### config.mk
export PLATFORM = sky130hd
export DESIGN_NAME = palette_fade_ctrl
export DESIGN_NICKNAME = d
export VERILOG_FILES = /design/src/rtl/palette_fade_ctrl.sv
export SDC_FILE = /design/constraint.sdc
export NUM_CORES = 1
export LEC_CHECK = 0
export CORE_ASPECT_RATIO = 0.75
export CORE_UTILIZATION = 50
export CTS_BUF_LIST = sky130_fd_sc_hd__clkbuf_4
export CTS_CLUSTER_SIZE = 30
export DETAILED_ROUTE_END_ITERATION = 10
export PLACE_DENSITY = 0.79
export RECOVER_POWER = 100
export SYNTH_ARGS = -nofsm -noshare
export SYNTH_HDL_FRONTEND = slang
export SYNTH_SLANG_ARGS = --single-unit
### constraint.sdc
create_clock -name clk_i -period 8.5 [get_ports clk_i]
set_clock_uncertainty 0.05 [all_clocks]
set_input_delay 2.55 -clock clk_i [delete_from_list [all_inputs] [get_ports clk_i]]
set_output_delay 2.55 -clock clk_i [all_outputs]
set_load 0.05 [all_outputs]
### src/rtl/palette_fade_ctrl.sv
// Frame-synchronous brightness sequencer (fade-out, fade-in, white flash)
// feeding a combinational palette, with a fixed two-stage pixel pipeline.
module palette_fade_ctrl #(
  parameter int unsigned STEP_FRAMES  = 4,
  parameter int unsigned FLASH_FRAMES = 6
) (
  input  logic       clk_i,
  input  logic       rst_ni,
  input  logic       frame_start_i,
  input  logic       fade_out_req_i,
  input  logic       fade_in_req_i,
  input  logic       flash_req_i,
  input  logic [3:0] pixel_index_i,
  input  logic       pixel_valid_i,
  output logic [3:0] pal_index_o,
  input  logic [3:0] pal_red_i,
  input  logic [3:0] pal_green_i,
  input  logic [3:0] pal_blue_i,
  output logic [3:0] red_o,
  output logic [3:0] green_o,
  output logic [3:0] blue_o,
  output logic       rgb_valid_o,
  output logic [3:0] level_o,
  output logic       busy_o,
  output logic       done_o
);

  localparam int unsigned CW         = 4;
  localparam int unsigned MAX_FRAMES = (STEP_FRAMES > FLASH_FRAMES) ? STEP_FRAMES : FLASH_FRAMES;
  localparam int unsigned FCNT_W     = (MAX_FRAMES > 1) ? $clog2(MAX_FRAMES) : 1;
  localparam logic [CW-1:0] LVL_MAX  = CW'(15);
  localparam logic [CW-1:0] LVL_MIN  = CW'(0);

  typedef enum logic [2:0] {
    ST_BRIGHT,
    ST_FADE_OUT,
    ST_DARK,
    ST_FADE_IN,
    ST_FLASH
  } state_e;

  state_e            state_q, state_d;
  logic [CW-1:0]     level_q, level_d;
  logic [FCNT_W-1:0] fcnt_q, fcnt_d;
  logic              done_q, done_d;
  logic              busy_q, busy_d;

  logic [CW-1:0]     pal_index_q;
  logic              vld_q;
  logic [CW-1:0]     red_q, green_q, blue_q;
  logic [CW-1:0]     red_d, green_d, blue_d;
  logic              rgb_valid_q;

  logic [FCNT_W-1:0] limit_m1;
  logic              tick;

  // A tick is the frame_start that completes one step (or the whole flash).
  assign limit_m1 = (state_q == ST_FLASH) ? FCNT_W'(FLASH_FRAMES - 1)
                                          : FCNT_W'(STEP_FRAMES - 1);
  assign tick     = frame_start_i && (fcnt_q == limit_m1);

  always_comb begin
    state_d = state_q;
    level_d = level_q;
    fcnt_d  = fcnt_q;
    done_d  = 1'b0;
    unique case (state_q)
      ST_BRIGHT: begin
        if (flash_req_i) begin
          state_d = ST_FLASH;
          fcnt_d  = '0;
        end else if (fade_out_req_i) begin
          state_d = ST_FADE_OUT;
          fcnt_d  = '0;
        end
      end
      ST_FADE_OUT: begin
        if (tick) begin
          fcnt_d  = '0;
          level_d = level_q - CW'(1);
          if (level_q == CW'(1)) begin
            state_d = ST_DARK;
            done_d  = 1'b1;
          end
        end else if (frame_start_i) begin
          fcnt_d = fcnt_q + FCNT_W'(1);
        end
      end
      ST_DARK: begin
        if (fade_in_req_i) begin
          state_d = ST_FADE_IN;
          fcnt_d  = '0;
        end
      end
      ST_FADE_IN: begin
        if (tick) begin
          fcnt_d  = '0;
          level_d = level_q + CW'(1);
          if (level_q == CW'(14)) begin
            state_d = ST_BRIGHT;
            done_d  = 1'b1;
          end
        end else if (frame_start_i) begin
          fcnt_d = fcnt_q + FCNT_W'(1);
        end
      end
      ST_FLASH: begin
        if (tick) begin
          fcnt_d  = '0;
          state_d = ST_BRIGHT;
          done_d  = 1'b1;
        end else if (frame_start_i) begin
          fcnt_d = fcnt_q + FCNT_W'(1);
        end
      end
      default: begin
        state_d = ST_BRIGHT;
        level_d = LVL_MAX;
        fcnt_d  = '0;
      end
    endcase
    busy_d = (state_d == ST_FADE_OUT) || (state_d == ST_FADE_IN) || (state_d == ST_FLASH);
  end

  function automatic logic [CW-1:0] scale(input logic [CW-1:0] c,
                                          input logic [CW-1:0] lvl,
                                          input logic          flash);
    logic [2*CW-1:0] prod;
    prod = (2*CW)'(c) * (2*CW)'(lvl);
    if (flash)               scale = LVL_MAX;
    else if (lvl == LVL_MAX) scale = c;
    else                     scale = prod[2*CW-1:CW];
  endfunction

  // Second pipeline stage scales with the level held at the output edge.
  always_comb begin
    red_d   = '0;
    green_d = '0;
    blue_d  = '0;
    if (vld_q) begin
      red_d   = scale(pal_red_i,   level_q, state_q == ST_FLASH);
      green_d = scale(pal_green_i, level_q, state_q == ST_FLASH);
      blue_d  = scale(pal_blue_i,  level_q, state_q == ST_FLASH);
    end
  end

  always_ff @(posedge clk_i or negedge rst_ni) begin
    if (!rst_ni) begin
      state_q     <= ST_BRIGHT;
      level_q     <= LVL_MAX;
      fcnt_q      <= '0;
      done_q      <= 1'b0;
      busy_q      <= 1'b0;
      pal_index_q <= '0;
      vld_q       <= 1'b0;
      red_q       <= LVL_MIN;
      green_q     <= LVL_MIN;
      blue_q      <= LVL_MIN;
      rgb_valid_q <= 1'b0;
    end else begin
      state_q     <= state_d;
      level_q     <= level_d;
      fcnt_q      <= fcnt_d;
      done_q      <= done_d;
      busy_q      <= busy_d;
      pal_index_q <= pixel_index_i;
      vld_q       <= pixel_valid_i;
      red_q       <= red_d;
      green_q     <= green_d;
      blue_q      <= blue_d;
      rgb_valid_q <= vld_q;
    end
  end

  assign pal_index_o = pal_index_q;
  assign red_o       = red_q;
  assign green_o     = green_q;
  assign blue_o      = blue_q;
  assign rgb_valid_o = rgb_valid_q;
  assign level_o     = level_q;
  assign busy_o      = busy_q;
  assign done_o      = done_q;

endmodule

==> impl_results.md <==
* Outcome: finished with violations
* Violated checks: capacitance limit, slew limit
* Input/output buffers at 45
* Clock power frac at 0.085
* # IOs at between 40 and 50
* Wirelength per Cell at between 15 and 20 um
* Power Dens Cells at 312 nW/um^2
* Clock-pin slew on the worst setup and hold paths at 0.10 ns
* Post-Syn Area at 2690 um^2
* Htree depth at 2
* CTS tree: done
* Largest cells by area after synthesis: dfrtp_1 24%, ha_1 16%, and2_1 7.2%, fa_1 6.7%, dfstp_2 3.9%
* Cell Rows at 22
* PnR Total Power at 1.00 mW
* Vias post-DR at 2,338
* CP Capture Type: flop
* Switch Pwr at 0.514 mW
* Maximum VDD drop at 0.132 mV
* Final Slew Violations at 31
* Seq pwr share at 0.245
* Layout cell share with drive strength beyond 1 at 0.0571
* Pint at 0.487 mW
* Hold Path Sink: fcnt_q[2]
* Routed Antenna Nets at 0
* TNS Setup at 0 ns
* Crit path kind: input port to flop
* Worst slew pin tran at 1.62 ns
* Unrepaired setup endpoints after global routing: no
* Slew headroom at -0.0810
* Initial antenna violation count at 0
* Crit-path max FO at 4
* Global-route wire length before repair at 10.3 mm
* Drt drc at 0
* Number of global-route vias before repair at 2,210
* Logic pwr share at 0.670
* 1st-pass router iterations at 4
* Leakage power total at 1.44 nW
* Cell family with most CP delay: adder cells
* Cell with the most instances after synthesis: ha_1
* Worst hold path stage count at 1
* P&R area growth vs syn at 19.3%
* Critical Path Start: pal_blue_i[0]
* Number of CTS-inserted buffers at 5
* Unique cell type count in the Yosys netlist at 52
* Launching element type of the critical path: input port
* Delay of the slowest cell on the worst path at ~0.59 ns
* Layout Utilization at 0.636
* Syn_area_per_cell at 9.17 um^2
* Initial Util at 0.533
* Gr ovfl total at 0
* Mapped Nets at 360
* Synth warnings at 0
* Gr busiest metal: met2
* Total core area at between 5000 and 6000 um^2
* Via-per-instance ratio at slightly below 6
* Slowest CP cell: dlygate4sd3_1
* Post-DP HPWL at 4.42 mm
* GRT Total Usage at 0.237
* Worst EP arrival at roughly 5.6 ns
* Predominant post-synthesis flop cell: dfrtp_1
* Worst Path Buf+Inv at 2
* FMAX at 185 MHz
* GRT met1 Usage at 0.348
* Pin count of the biggest net entering global routing at 31
* Switching share of power at 0.513
* Nets at 399
* Total wire length at 6.10 mm
* RR Startpoint: level_o[2]
* Post-synthesis sequential area ratio at 0.281
* Met3 GRT Util at 0.0452
* Top cell type by total area after synthesis: dfrtp_1
* Placer Congestion at 0.858
* Hold-fix buffers, CTS at 0
* R2R cell count at 9
* Tcrit/Tclk final at 0.635
* Number of max-cap violations at 1
* Crit path top cell by count: fa_1
* Skew-Pair Late Insertion Delay at 0.33 ns
* Post-synth top cells: 35 x ha_1, 31 x and2_1, 26 x dfrtp_1
* Root Buffer: clkbuf_4
* Hold Crit Class: flop to flop
* Endpoints failing hold at 0
* Die footprint at 5670 um^2
* EDFF count, synth at 0
* Setup violations, final at 0
* Fin crit period at 5.40 ns
* CTS max path bufs at 2
* FFs w/ async S/R, synth at 1.00
* Data required, critical path at 8.67 ns
* Critical-path cell list: dlygate4sd3_1 > nand2_1 > fa_1 > inv_1 > fa_1 > ha_1 > nand4_1 > o2111ai_1 > nor4_1 > nor3_1
* Postcts setup bufs at 0
* Cells after Synth at 293
* Hold Path Origin: fcnt_q[2]
* Yosys top cell area share at 0.242
* Yosys reg bits at 30
* Clock sinks at 30
* Diodes inserted at 0
* PostCTS Resize Cnt at 0
* Reg-to-Reg End: blue_o[2]
* Chip Width at between 80 and 90 um
* GR Layer Usage met2 at 0.351
* Die H at 65.5 um
* Iter 0 DRT Violations at 150
* R2R setup slack at 5.08 ns
final cells by class:
type	instances	area (um^2)
fill	447	1830
multi-input combinational	230	1780
sequential	30	756
timing repair buffer	46	454
tap	72	90.1
inverter	19	71.3
clock buffer	5	37.5
clock inverter	3	16.3
worst reg2reg max path, cell delays in order (launching register included):
cell	delay (ns)
dfstp_2	0.81
nand2_1	0.14
fa_1	0.52
inv_1	0.06
fa_1	0.47
ha_1	0.30
nand4_1	0.15
o2111ai_1	0.38
nor4_1	0.09
nor3_1	0.33
how the worst max path moves through the flow:
stage               slack, ns   endpoint  depth (start not counted)
global route             2.98  blue_o[2]                         10
CTS                      3.19  blue_o[2]                         10
detailed placement       2.86  blue_o[2]                         10
global placement         2.85  blue_o[2]                         10
finish                   3.10  blue_o[2]                         10
floorplan                3.71  blue_o[3]                          9
power groups by stage:
| stage | clock (mW) | combinational (mW) | sequential [mW] |
|---|---|---|---|
| 6_report | 0.0847 | 0.671 | 0.246 |
| 3_3_place_gp | 0 | 0.658 | 0.248 |
| 4_1_cts | 0.0869 | 0.681 | 0.245 |
| 2_1_floorplan | 0 | 0.440 | 0.309 |
| 3_5_place_dp | 0 | 0.678 | 0.248 |
| 5_1_grt | 0.0931 | 0.741 | 0.252 |
stage by stage:
step / setup slack (ns) / hold WS [ns] / cells / area [um^2]
detailed placement: 2.86 / 0.480 / 397 / 3160
global placement: 2.85 / 0.470 / 397 / 3160
global route: 2.98 / 0.537 / 405 / 3210
CTS: 3.19 / 0.507 / 405 / 3220
finish: 3.10 / 0.510 / 405 / 3210
floorplan: 3.71 / 0.350 / 293 / 2690
cell families after synthesis:
kind of cell / Yosys count / share of synthesized area
AND/OR/NAND/NOR: 113 / 0.235
adder cells (fa/ha/maj): 44 / 0.230
flip-flops: 30 / 0.281
buffers and inverters: 33 / 0.0526
multiplexers: 9 / 0.0345
AO/OA/AOI/OAI: 60 / 0.154
XOR/XNOR: 4 / 0.0130
registers in the layout, summed over array words and instances, names as in the netlist:
signal	count
blue_o	4
green_o	4
level_o	4
pal_index_o	4
red_o	4
fcnt_q	3
state_q	3
busy_o	1
done_o	1
rgb_valid_o	1
vld_q	1
per-layer routing:
metal / part of all wire / up-vias / wire [um]
met5: 0 / - / 0
met4: 0.010 / 0 / 63
met3: 0.084 / 9 / 509
met2: 0.43 / 96 / 2620
met1: 0.48 / 1110 / 2900
li1: - / 1123 / -
cell usage in the layout (no fill, tap or decap), types with 2 or more instances in the layout:
cell type,count
a211oi_1,4
a21boi_0,3
a21oi_1,12
a31oi_1,2
a41o_1,2
and2_1,31
and2_2,2
and3_1,3
and4b_1,2
clkbuf_4,5
clkdlybuf4s50_1,12
dfrtp_1,26
dfstp_2,4
dlygate4sd3_1,33
fa_1,9
ha_1,35
inv_1,19
mux2_2,2
mux2i_1,7
nand2_1,19
nand3_1,8
nand4_1,8
nor2_1,17
nor2b_1,7
nor3_1,4
nor4_1,3
o2111ai_1,4
o21ai_0,15
o21bai_1,3
o2bb2ai_1,4
o31ai_1,2
xnor2_1,4
Note: power is estimated with default switching activity, not from simulation.
==> edit 1 (same flow settings) <==
Remove the register `green_q`: a continuous assignment takes its place, so the output `green_o` follows one clock earlier.
--- a/src/rtl/palette_fade_ctrl.sv
+++ b/src/rtl/palette_fade_ctrl.sv
@@ -155,5 +155,4 @@
       vld_q       <= 1'b0;
       red_q       <= LVL_MIN;
-      green_q     <= LVL_MIN;
       blue_q      <= LVL_MIN;
       rgb_valid_q <= 1'b0;
@@ -167,9 +166,10 @@
       vld_q       <= pixel_valid_i;
       red_q       <= red_d;
-      green_q     <= green_d;
       blue_q      <= blue_d;
       rgb_valid_q <= vld_q;
     end
   end
+
+  assign green_q = green_d;
 
   assign pal_index_o = pal_index_q;
Behaviour: not the same (a bounded check fails within 4 cycles, from zero or initial values and one cycle with rst_ni low).
==> edit 1 against the original RTL <==
Total power is essentially flat. Cell area is 0.74% lower. Sequential cell count is 4 lower. Hold slack improved by 0.047 ns. Synthesized cell count up 2.0%. Worst setup slack lost 2.9 ns. Die area shrank 0.27%. Synthesized area decreased by 0.28%. Wire length grew 1.9%. Critical path type is now primary input to primary output. Largest cell class unchanged.
==> edit 1: results <==
[power]
worst_ir_drop_vdd_uv = 130
p_leak_uw = 0.00141

[clock_network]
cts_buffers = 3
path_clk_slew_ns = 0.15

[layout]
nets = 401
drive_gt1_share_pct = 5.41

[yosys]
syn-num-nets = 366
synthTopCellsByCount = "ha_1 (35), and2_1 (34), dfrtp_1 (22)"
ys_types = 55
synth_top_area_share_pct = 20.6
synthCells = 299

[timing]
hold_ws_ns = 0.557

[route]
wl_um = 6210
drt_iter0_markers = 138
first_pass_iters = 6
detailroute.via_count = 2357

[worst_setup_path]
r2r_start = "level_o[3]"
crit_start = "pal_green_i[0]"
r2r_slack_ns = 5.11
reg2reg_to = "red_o[3]"
arrival_ns = 5.71

[status]
status = "completed"

[grt]
grt_usage_pct = 23.8
grt_pass1_wl_um = 10700

[placement]
place_congestion = 0.873
place_hpwl_um = 4430
## edit 1: cell count changes after synthesis, sizes merged, moves of 2 or more
cell | before | now
a21oi | 12 | 14
a41o | 2 | 0
buf | 4 | 6
dfrtp | 26 | 22
nor2 | 17 | 14
nor2b | 7 | 9
nor3 | 4 | 10
o21ai | 15 | 18
## edit 1: worst min path at each step
stage / end / cells past startpoint / start
2_1_floorplan: rgb_valid_o / 0 / vld_q
3_3_place_gp: fcnt_q[2] / 1 / fcnt_q[2]
3_5_place_dp: fcnt_q[2] / 1 / fcnt_q[2]
4_1_cts: fcnt_q[2] / 1 / fcnt_q[2]
5_1_grt: fcnt_q[2] / 1 / fcnt_q[2]
6_report: fcnt_q[2] / 1 / fcnt_q[2]
## edit 1: routing by layer
metal	vias to the layer above	part of all wire (%)	GRT usage, %	wire (um)
met1	1138	50	34.7	3080
met4	0	0.13	4.79	8
met3	2	5.6	3.77	349
li1	1142	-	-	-
met2	75	45	37.5	2770
met5	-	0	0	0
## edit 1: kinds of logic (layout without fill, tap and decap cells)
logic type	after synthesis	after routing	synth area share (%)
flip-flops	26	26	24.5
adder cells (fa/ha/maj)	44	44	23.1
buffers and inverters	34	68	6.87
AO/OA/AOI/OAI	66	66	16.4
AND/OR/NAND/NOR	118	118	25.1
multiplexers	8	8	3.04
XOR/XNOR	3	3	0.981
## edit 1: critical path, cell delays in order
cell and delay [ns]:
clkdlybuf4s50_1 0.52, nand2_1 0.09, fa_1 0.55, inv_1 0.05
fa_1 0.48, ha_1 0.30, nand4_1 0.15, o2111ai_1 0.39
nor4_1 0.08, nor3_1 0.35, buf_12 0.19
## edit 1: cell type report
cell class	count	area (sq um)
clock inverters	1	30.0
multi-input cells	239	1840
fillers	455	1830
flip-flops and latches	26	656
repair buffers	46	478
well taps	72	90.1
clock buffers	3	22.5
inverters	18	67.6
## edit 1: where the power goes
group          switching [uW]  internal [uW]
sequential               83.6            166
clock                    39.1           47.7
combinational             390            275
total                     513            489
## edit 1: metrics by stage
stage / util (%) / power, uW / instance area, sq um / setup slack, ns
after global routing: 63.5 / 1100 / 3180 / 0.00470
final: 63.5 / 1000 / 3180 / 0.186
after floorplan: - / 747 / 2680 / 0.365
after detailed placement: 62.9 / 928 / 3150 / 0.217
after CTS: 63.9 / 1020 / 3200 / 0.219
after global placement: 62.9 / 909 / 3150 / 0.296
==> edit 2 (config.mk and constraints unchanged) <==
Made on the original files. `FLASH_FRAMES`: 6 -> 12.
--- a/src/rtl/palette_fade_ctrl.sv
+++ b/src/rtl/palette_fade_ctrl.sv
@@ -3,5 +3,5 @@
 module palette_fade_ctrl #(
   parameter int unsigned STEP_FRAMES  = 4,
-  parameter int unsigned FLASH_FRAMES = 6
+  parameter int unsigned FLASH_FRAMES = 12
 ) (
   input  logic       clk_i,
Formal check against the unedited RTL: not equivalent (a bounded check fails within 10 cycles, from zero or initial values and one cycle with rst_ni low).
==> edit 2 against the original RTL <==
The flow still finishes with violations (max-capacitance violations, max-slew violations). Total power decreased by 11%. Synthesized cell count rose by 5.5%. Synthesized area grew 4.0%. Hold slack worse by 0.014 ns. Sequential cell count grew 1. Worst setup slack improved by 0.094 ns. Critical path depth did not move. Wire length grew 3.7%. Cell area up 3.6%. Largest cell class unchanged. Highest routed layer unchanged.
==> edit 2: results <==
[route]
viasPerCell = 5.74
first_pass_iters = 5
wl_um = 6320
drt_iter0_markers = 188

[yosys]
synth_adder_area_share_pct = 22.1
synth_mux_area_share_pct = 2.91
syn-num-nets = 376
synth_compound_area_share_pct = 15.9

[status]
violations = "max-capacitance violations, max-slew violations"
status = "finished, violations left"

[grt]
grt_pass1_wl_um = 10200
grt_usage_pct = 23.0
first_global_vias = 2131

[layout]
drive_gt1_share_pct = 4.34
clockNetworkAreaShare_pct = 2.30
nets = 412
inv_count = 20
seq_share_pct = 23.5

[timing]
hold_ws_ns = 0.496
drv_slew = 32

[worst_setup_path]
arrival_ns = 5.50
cp_max_fo = 5
r2r_slack_ns = 5.20

[clock_network]
insertion_delay_ns = 0.35

[flow_run]
drv_cap = 1

[placement]
place_congestion = 0.829
placed_cell_area_sq_um = 3270

[power]
switching_share_pct = 48.4
worst_ir_drop_vdd_uv = 145
power.density_nw_per_um2 = 268
[edit 2: cell count changes after synthesis, sizes merged, moves of 3 or more]
cell / unedited run / this run
nor3: 4 / 8
clkbuf: 10 / 7
o21ai: 15 / 20
buf: 4 / 10
[edit 2: final timing paths]
kind,from,to,cells past startpoint
max,pal_red_i[1],red_o[3],10
min,fcnt_q[2],fcnt_q[2],1
max reg2reg,level_o[1],blue_o[3],9
min reg2reg,fcnt_q[2],fcnt_q[2],1
max in group asynchronous,rst_ni,pal_index_o[3],2
min in group asynchronous,rst_ni,blue_o[2],2
[edit 2: metrics by stage]
step / setup WS [ns] / power, uW / cells
detailed placement: 2.96 / 790 / 413
global route: 3.00 / 956 / 421
CTS: 3.29 / 908 / 421
global placement: 2.98 / 780 / 413
finish: 3.19 / 889 / 421
floorplan: 3.71 / 647 / 309
[edit 2: metal layers]
metal  vias up  track usage [%]  share of wire, %
li1       1164                -                 -
met1      1153             33.7                48
met2        96             35.4                44
met3         5             4.46               7.7
met4         0             4.23              0.44
met5         -                0                 0
